`src/rtl/mult_error_sweep_if.sv`:
```
// Operand/product bus between the sweep engine and the multiplier under test.
// master drives op_a/op_b and receives prod_in; slave is the multiplier side.
interface mult_error_sweep_if #(
  parameter int WIDTH = 4
);
  logic [WIDTH-1:0]   op_a;
  logic [WIDTH-1:0]   op_b;
  logic [2*WIDTH-1:0] prod_in;

  modport master (
    output op_a,
    output op_b,
    input  prod_in
  );

  modport slave (
    input  op_a,
    input  op_b,
    output prod_in
  );
endinterface

```
`src/rtl/mult_error_sweep.sv`:
```
// Exhaustive error sweep of one candidate multiplier: drives all operand pairs,
// accumulates err_count/sum_ed/max_ed(+pair); busy/done report progress.
module mult_error_sweep #(
  parameter int WIDTH = 4
) (
  input  logic                 clk,
  input  logic                 rst_n,
  input  logic                 start,
  mult_error_sweep_if.master   mul,
  output logic                 busy,
  output logic                 done,
  output logic [2*WIDTH:0]     err_count,
  output logic [4*WIDTH-1:0]   sum_ed,
  output logic [2*WIDTH-1:0]   max_ed,
  output logic [WIDTH-1:0]     max_a,
  output logic [WIDTH-1:0]     max_b
);
  localparam int PW = 2 * WIDTH;

  typedef enum logic [1:0] {
    S_IDLE,
    S_SWEEP,
    S_DRAIN,
    S_DONE
  } state_t;

  state_t r_state;
  state_t w_next;

  logic [PW-1:0]    r_idx;
  logic             r_pv;
  logic [WIDTH-1:0] r_a;
  logic [WIDTH-1:0] r_b;
  logic [PW-1:0]    r_p;
  logic [PW:0]      r_err;
  logic [2*PW-1:0]  r_sum;
  logic [PW-1:0]    r_max;
  logic [WIDTH-1:0] r_max_a;
  logic [WIDTH-1:0] r_max_b;

  logic             w_sweep;
  logic             w_last;
  logic [PW-1:0]    w_exact;
  logic [PW:0]      w_diff;
  logic [PW-1:0]    w_ed;

  assign w_sweep = (r_state == S_SWEEP);
  assign w_last  = (r_idx == {PW{1'b1}});

  always_ff @(posedge clk) begin
    if (!rst_n) r_state <= S_IDLE;
    else        r_state <= w_next;
  end

  always_comb begin
    w_next = r_state;
    case (r_state)
      S_IDLE:  if (start) w_next = S_SWEEP;
      S_SWEEP: if (w_last) w_next = S_DRAIN;
      S_DRAIN: w_next = S_DONE;
      S_DONE:  w_next = S_IDLE;
      default: w_next = S_IDLE;
    endcase
  end

  always_comb begin
    busy     = w_sweep || (r_state == S_DRAIN);
    done     = (r_state == S_DONE);
    mul.op_a = '0;
    mul.op_b = '0;
    if (w_sweep) begin
      mul.op_a = r_idx[PW-1:WIDTH];
      mul.op_b = r_idx[WIDTH-1:0];
    end
  end

  // Diff at PW+1 bits; the magnitude always fits PW bits, so the
  // negative case is the two's complement of the low bits.
  assign w_exact = {{WIDTH{1'b0}}, r_a} * {{WIDTH{1'b0}}, r_b};
  assign w_diff  = {1'b0, r_p} - {1'b0, w_exact};
  assign w_ed    = w_diff[PW] ? (~w_diff[PW-1:0] + PW'(1))
                              : w_diff[PW-1:0];

  always_ff @(posedge clk) begin
    if (!rst_n) begin
      r_idx   <= '0;
      r_pv    <= 1'b0;
      r_a     <= '0;
      r_b     <= '0;
      r_p     <= '0;
      r_err   <= '0;
      r_sum   <= '0;
      r_max   <= '0;
      r_max_a <= '0;
      r_max_b <= '0;
    end else begin
      r_pv <= w_sweep;
      if ((r_state == S_IDLE) && start) begin
        r_idx   <= '0;
        r_err   <= '0;
        r_sum   <= '0;
        r_max   <= '0;
        r_max_a <= '0;
        r_max_b <= '0;
      end
      if (w_sweep) begin
        r_a   <= mul.op_a;
        r_b   <= mul.op_b;
        r_p   <= mul.prod_in;
        r_idx <= r_idx + PW'(1);
      end
      if (r_pv) begin
        r_err <= r_err + (PW+1)'(w_ed != '0);
        r_sum <= r_sum + (2*PW)'(w_ed);
        // Strict compare: ties keep the earliest pair.
        if (w_ed > r_max) begin
          r_max   <= w_ed;
          r_max_a <= r_a;
          r_max_b <= r_b;
        end
      end
    end
  end

  assign err_count = r_err;
  assign sum_ed    = r_sum;
  assign max_ed    = r_max;
  assign max_a     = r_max_a;
  assign max_b     = r_max_b;
endmodule

```
`src/flat_wrapper.sv`:
```
// flat-port wrapper written by rule: the top's interface ports become plain ports
module mult_error_sweep_flat 
#(
  parameter int WIDTH = 4
)
  (clk, rst_n, start, busy, done, err_count, sum_ed, max_ed, max_a, max_b, mul_op_a, mul_op_b, mul_prod_in);
  mult_error_sweep_if #(.WIDTH(WIDTH)) mul_i ();
  input  logic clk;
  input  logic rst_n;
  input  logic start;
  output logic busy;
  output logic done;
  output logic [2*WIDTH:0] err_count;
  output logic [4*WIDTH-1:0] sum_ed;
  output logic [2*WIDTH-1:0] max_ed;
  output logic [WIDTH-1:0] max_a;
  output logic [WIDTH-1:0] max_b;
  output wire logic [$bits(mul_i.op_a)-1:0] mul_op_a;
  output wire logic [$bits(mul_i.op_b)-1:0] mul_op_b;
  input wire logic [$bits(mul_i.prod_in)-1:0] mul_prod_in;
  assign mul_op_a = mul_i.op_a;
  assign mul_op_b = mul_i.op_b;
  assign mul_i.prod_in = mul_prod_in;
  mult_error_sweep #(.WIDTH(WIDTH)) u_core (.clk(clk), .rst_n(rst_n), .start(start), .mul(mul_i), .busy(busy), .done(done), .err_count(err_count), .sum_ed(sum_ed), .max_ed(max_ed), .max_a(max_a), .max_b(max_b));
endmodule
```
`config.mk`:
```
export PLATFORM = sky130hd
export DESIGN_NAME = mult_error_sweep_flat
export DESIGN_NICKNAME = d
export VERILOG_FILES = /design/src/rtl/mult_error_sweep_if.sv /design/src/rtl/mult_error_sweep.sv /design/src/flat_wrapper.sv
export SDC_FILE = /design/constraint.sdc
export NUM_CORES = 1
export LEC_CHECK = 0
export CORE_UTILIZATION = 27
export DETAILED_ROUTE_END_ITERATION = 8
export MAX_ROUTING_LAYER = met4
export PLACE_DENSITY = 0.42
export SYNTH_ARGS = -nofsm -noshare
export SYNTH_HDL_FRONTEND = slang
export SYNTH_SLANG_ARGS = --single-unit
```
`constraint.sdc`:
```
create_clock -name clk -period 9.7 [get_ports clk]
set_input_delay 0.97 -clock clk [delete_from_list [all_inputs] [get_ports clk]]
set_output_delay 0.97 -clock clk [all_outputs]
set_load 0.01 [all_outputs]
```
==> results.py <==
metrics = {
    "die": {
        "die_w_um": 132,
        "start_util": 0.276,
        "die_height_um": 132,
        "io_pins": 62,
        "rows": 47,
        "dieArea_mm2": 0.0175,
        "core_area_mm2": 0.0166,
    },
    "clocking": {
        "clk-insertion-delay-late_ns": 0.33,
        "cts_tree": "yes",
        "path_clk_slew_ns": 0.06,
        "post_cts_resized": 0,
        "clock_path_buffers": 2,
        "post_cts_buffers": 0,
        "h-tree-depth": 3,
        "cts_inserted_buffers": 9,
        "cts_hold_buf": 0,
        "cts_root_buf": "clkbuf_16",
        "clock-sinks": 68,
    },
    "drt": {
        "drc_errors": 0,
        "num_vias": 4000,
        "firstDrtPassIters": 4,
        "drtAntennaViolNets": 0,
        "wl_per_cell_um": 15.0,
        "drt-total-wl_um": 12400,
        "vias_per_cell": 4.84,
        "detail_route.iter0.violations": 219,
    },
    "sta": {
        "min_period_ns": 6.61,
        "hold_violations": 0,
        "max_freq_ghz": 0.151,
        "tightest_slew_ns": 1.28,
        "rsz0062_at_grt": "no",
        "relSlewSlack": 0.148,
        "period_share": 0.681,
        "setup_violations": 0,
        "slew_violations": 0,
        "fin_tns_setup_ns": 0,
        "clock_skew_ns": 0.00343,
    },
    "layout": {
        "drive_above_1_share": 0.0659,
        "multi_input_area_mm2": 0.00286,
        "final_nets": 665,
        "antennaDiodeCount": 0,
        "area_growth_pct": 23.7,
        "register_area_mm2": 0.00136,
        "nFillCells": 1762,
    },
    "logic_synthesis": {
        "syn_nets": 616,
        "ys_warn_count": 0,
        "synth_area_mm2": 0.00458,
        "yosys_register_bits": 68,
        "async_reset_ff_frac": 0,
        "synth.avg_cell_area_um2": 8.28,
        "synth_seq_area_share": 0.297,
        "yosys_most_used_dff": "dfxtp_1",
        "synth_edf_count": 0,
        "synth_cell_types": 62,
        "synthesis.instances": 553,
    },
    "placed_design": {
        "gp_congestion": 0.822,
        "dp.final_hpwl_um": 9060,
        "port-buffer-count": 61,
    },
    "power_and_ir_drop": {
        "power.total_uw": 1970,
        "clockPowerShare": 0.181,
        "internal_power_uw": 1060,
        "p_sw_uw": 916,
        "total_leakage_power_uw": 0.00216,
        "p_seq_frac": 0.200,
        "swShare": 0.465,
        "worst_ir_drop_vdd_mv": 0.128,
        "p_comb_frac": 0.619,
        "power_density_mw_per_mm2": 348,
    },
    "run_status": {
        "outcome": "complete, no violations",
    },
    "critical_path": {
        "cp_max_fo": 16,
        "endpoint_kind": "register",
        "rrSetupSlack_ns": 3.09,
        "critPathKind": "reg -> reg",
        "regToRegStartpoint": "u_core.r_a[1]",
        "crit_arrival_ns": 6.85,
        "crit_path_start_kind": "register",
        "cp.required_ns": 9.94,
        "r2r_end": "u_core.max_ed[6]",
        "worst-r2r-cell-count": 21,
    },
    "min_path": {
        "hold_path_depth": 2,
        "min_from": "u_core.r_a[3]",
        "min_path_type": "reg -> reg",
        "holdPathEnd": "u_core.r_a[3]",
    },
    "global_routing": {
        "antenna_found_initial": 0,
        "grt_usage": 0.152,
        "grt_pass1_wl_um": 20400,
        "grt_pass1_vias": 3860,
        "grt_max_degree": 48,
        "overflow": 0,
    },
    "run": {
        "drv_cap": 0,
    },
}
-- sequential cells by signal (all words and copies together), names as in the netlist --
register / cells
u_core.sum_ed: 16
u_core.max_ed: 8
u_core.r_a: 4
u_core.r_idx: 8
u_core.r_b: 4
u_core.max_b: 4
u_core.max_a: 4
u_core.r_p: 8
u_core.r_pv: 1
u_core.r_state: 2
u_core.err_count: 9
-- cell usage after synthesis (all sizes together) (2+ instances only) --
| master | n | area (um^2) |
|---|---|---|
| nor2b | 5 | 33.8 |
| nor2 | 62 | 233 |
| xnor2 | 14 | 123 |
| o31a | 4 | 38.8 |
| nand4 | 6 | 37.5 |
| o211ai | 2 | 15.0 |
| a211oi | 16 | 130 |
| inv | 58 | 218 |
| nand3 | 28 | 140 |
| a31oi | 7 | 43.8 |
| o22ai | 2 | 12.5 |
| nand2b | 3 | 18.8 |
| nor3b | 2 | 15.0 |
| mux2i | 10 | 100 |
| buf | 7 | 61.3 |
| a22oi | 2 | 20.0 |
| a311oi | 15 | 138 |
| clkbuf | 19 | 81.3 |
| and3 | 9 | 57.6 |
| and2b | 2 | 17.5 |
| xor2 | 9 | 78.8 |
| and2 | 9 | 57.6 |
| a21oi | 43 | 215 |
| a41oi | 2 | 17.5 |
| ha | 42 | 526 |
| o21a | 12 | 90.1 |
| o21ai | 16 | 91.3 |
| or3 | 2 | 12.5 |
| dfxtp | 68 | 1360 |
| a21boi | 3 | 22.5 |
| fa | 10 | 200 |
| nand3b | 3 | 22.5 |
| nand2 | 32 | 123 |
| nor3 | 13 | 70.1 |
| or2 | 3 | 21.3 |
| a211o | 4 | 37.5 |
-- kinds of logic (layout without fill, tap and decap cells) --
kind of cell,count (synthesis),after routing,synth area share
simple gates,181,181,0.191
compound gates,134,134,0.207
buf+inv,84,138,0.0787
flops,68,68,0.297
fa+ha+maj,53,53,0.161
xor+xnor,23,23,0.0440
mux,10,10,0.0219
-- through the flow --
step                 util  std cells  cell area [um^2]  hold slack [ns]  setup WS (ns)
finish              0.342        827              5660            0.489           3.09
global route        0.342        827              5660            0.513           2.62
CTS                 0.342        827              5660            0.490           3.12
detailed placement  0.322        811              5350            0.476           3.15
global placement    0.322        811              5350            0.472           3.24
floorplan               -        553              4580            0.457           4.44
-- power by group through the flow --
stage	combinational [uW]	sequential [uW]	clock (uW)
final	1220	394	357
after global routing	1370	403	379
after CTS	1230	395	368
after detailed placement	1220	401	0
after global placement	1210	402	0
after floorplan	922	401	0
-- layout make-up --
cell class / instances / share of cell area
sequential: 68 / 0.240
clock inverter: 6 / 0.0157
inverter: 58 / 0.0384
timing repair buffer: 64 / 0.112
multi-input combinational: 401 / 0.505
tap: 220 / 0.0486
clock buffer: 10 / 0.0404
-- layer usage --
metal / global-route usage / share of wire
met3: 0.0250 / 0.037
met5: - / 0
met1: 0.197 / 0.50
met2: 0.240 / 0.45
met4: 0.0524 / 0.013
-- cell usage in the layout, fill, tap and decap left out, types with 15 or more instances in the layout --
cell type / n
nand3_1: 28
nand2_1: 31
nor2_1: 62
dfxtp_1: 68
ha_1: 42
inv_1: 57
a21oi_1: 43
o21ai_0: 15
clkdlybuf4s50_1: 61
-- critical path: stages, from the launching register on --
cell and delay (ns):
dfxtp_1 0.34, inv_1 0.11, nor2_1 0.17, fa_1 0.44, ha_1 0.32, fa_1 0.50, inv_1 0.04, ha_1 0.38
o21a_1 0.21, o21ai_4 0.09, a22oi_2 0.18, xor2_1 0.65, nor2_1 0.14, xnor2_1 0.43, ha_1 0.34, nand4_1 0.09
o22ai_1 0.07, a21oi_1 0.29, o31ai_2 0.18, a311oi_2 1.11, a211oi_1 0.11, a311oi_1 0.32
-- how the worst max path moves through the flow --
stage                        startpoint                to  slack, ns
after floorplan           u_core.r_a[1]   u_core.max_a[0]       4.44
final                     u_core.r_a[1]  u_core.max_ed[6]       3.09
after detailed placement  u_core.r_a[1]  u_core.max_ed[4]       3.15
after global placement    u_core.r_a[1]   u_core.max_a[3]       3.24
after global routing      u_core.r_a[1]   u_core.max_a[2]       2.62
after CTS                 u_core.r_a[1]  u_core.max_ed[6]       3.12
Power figures use the tool's default switching activity.
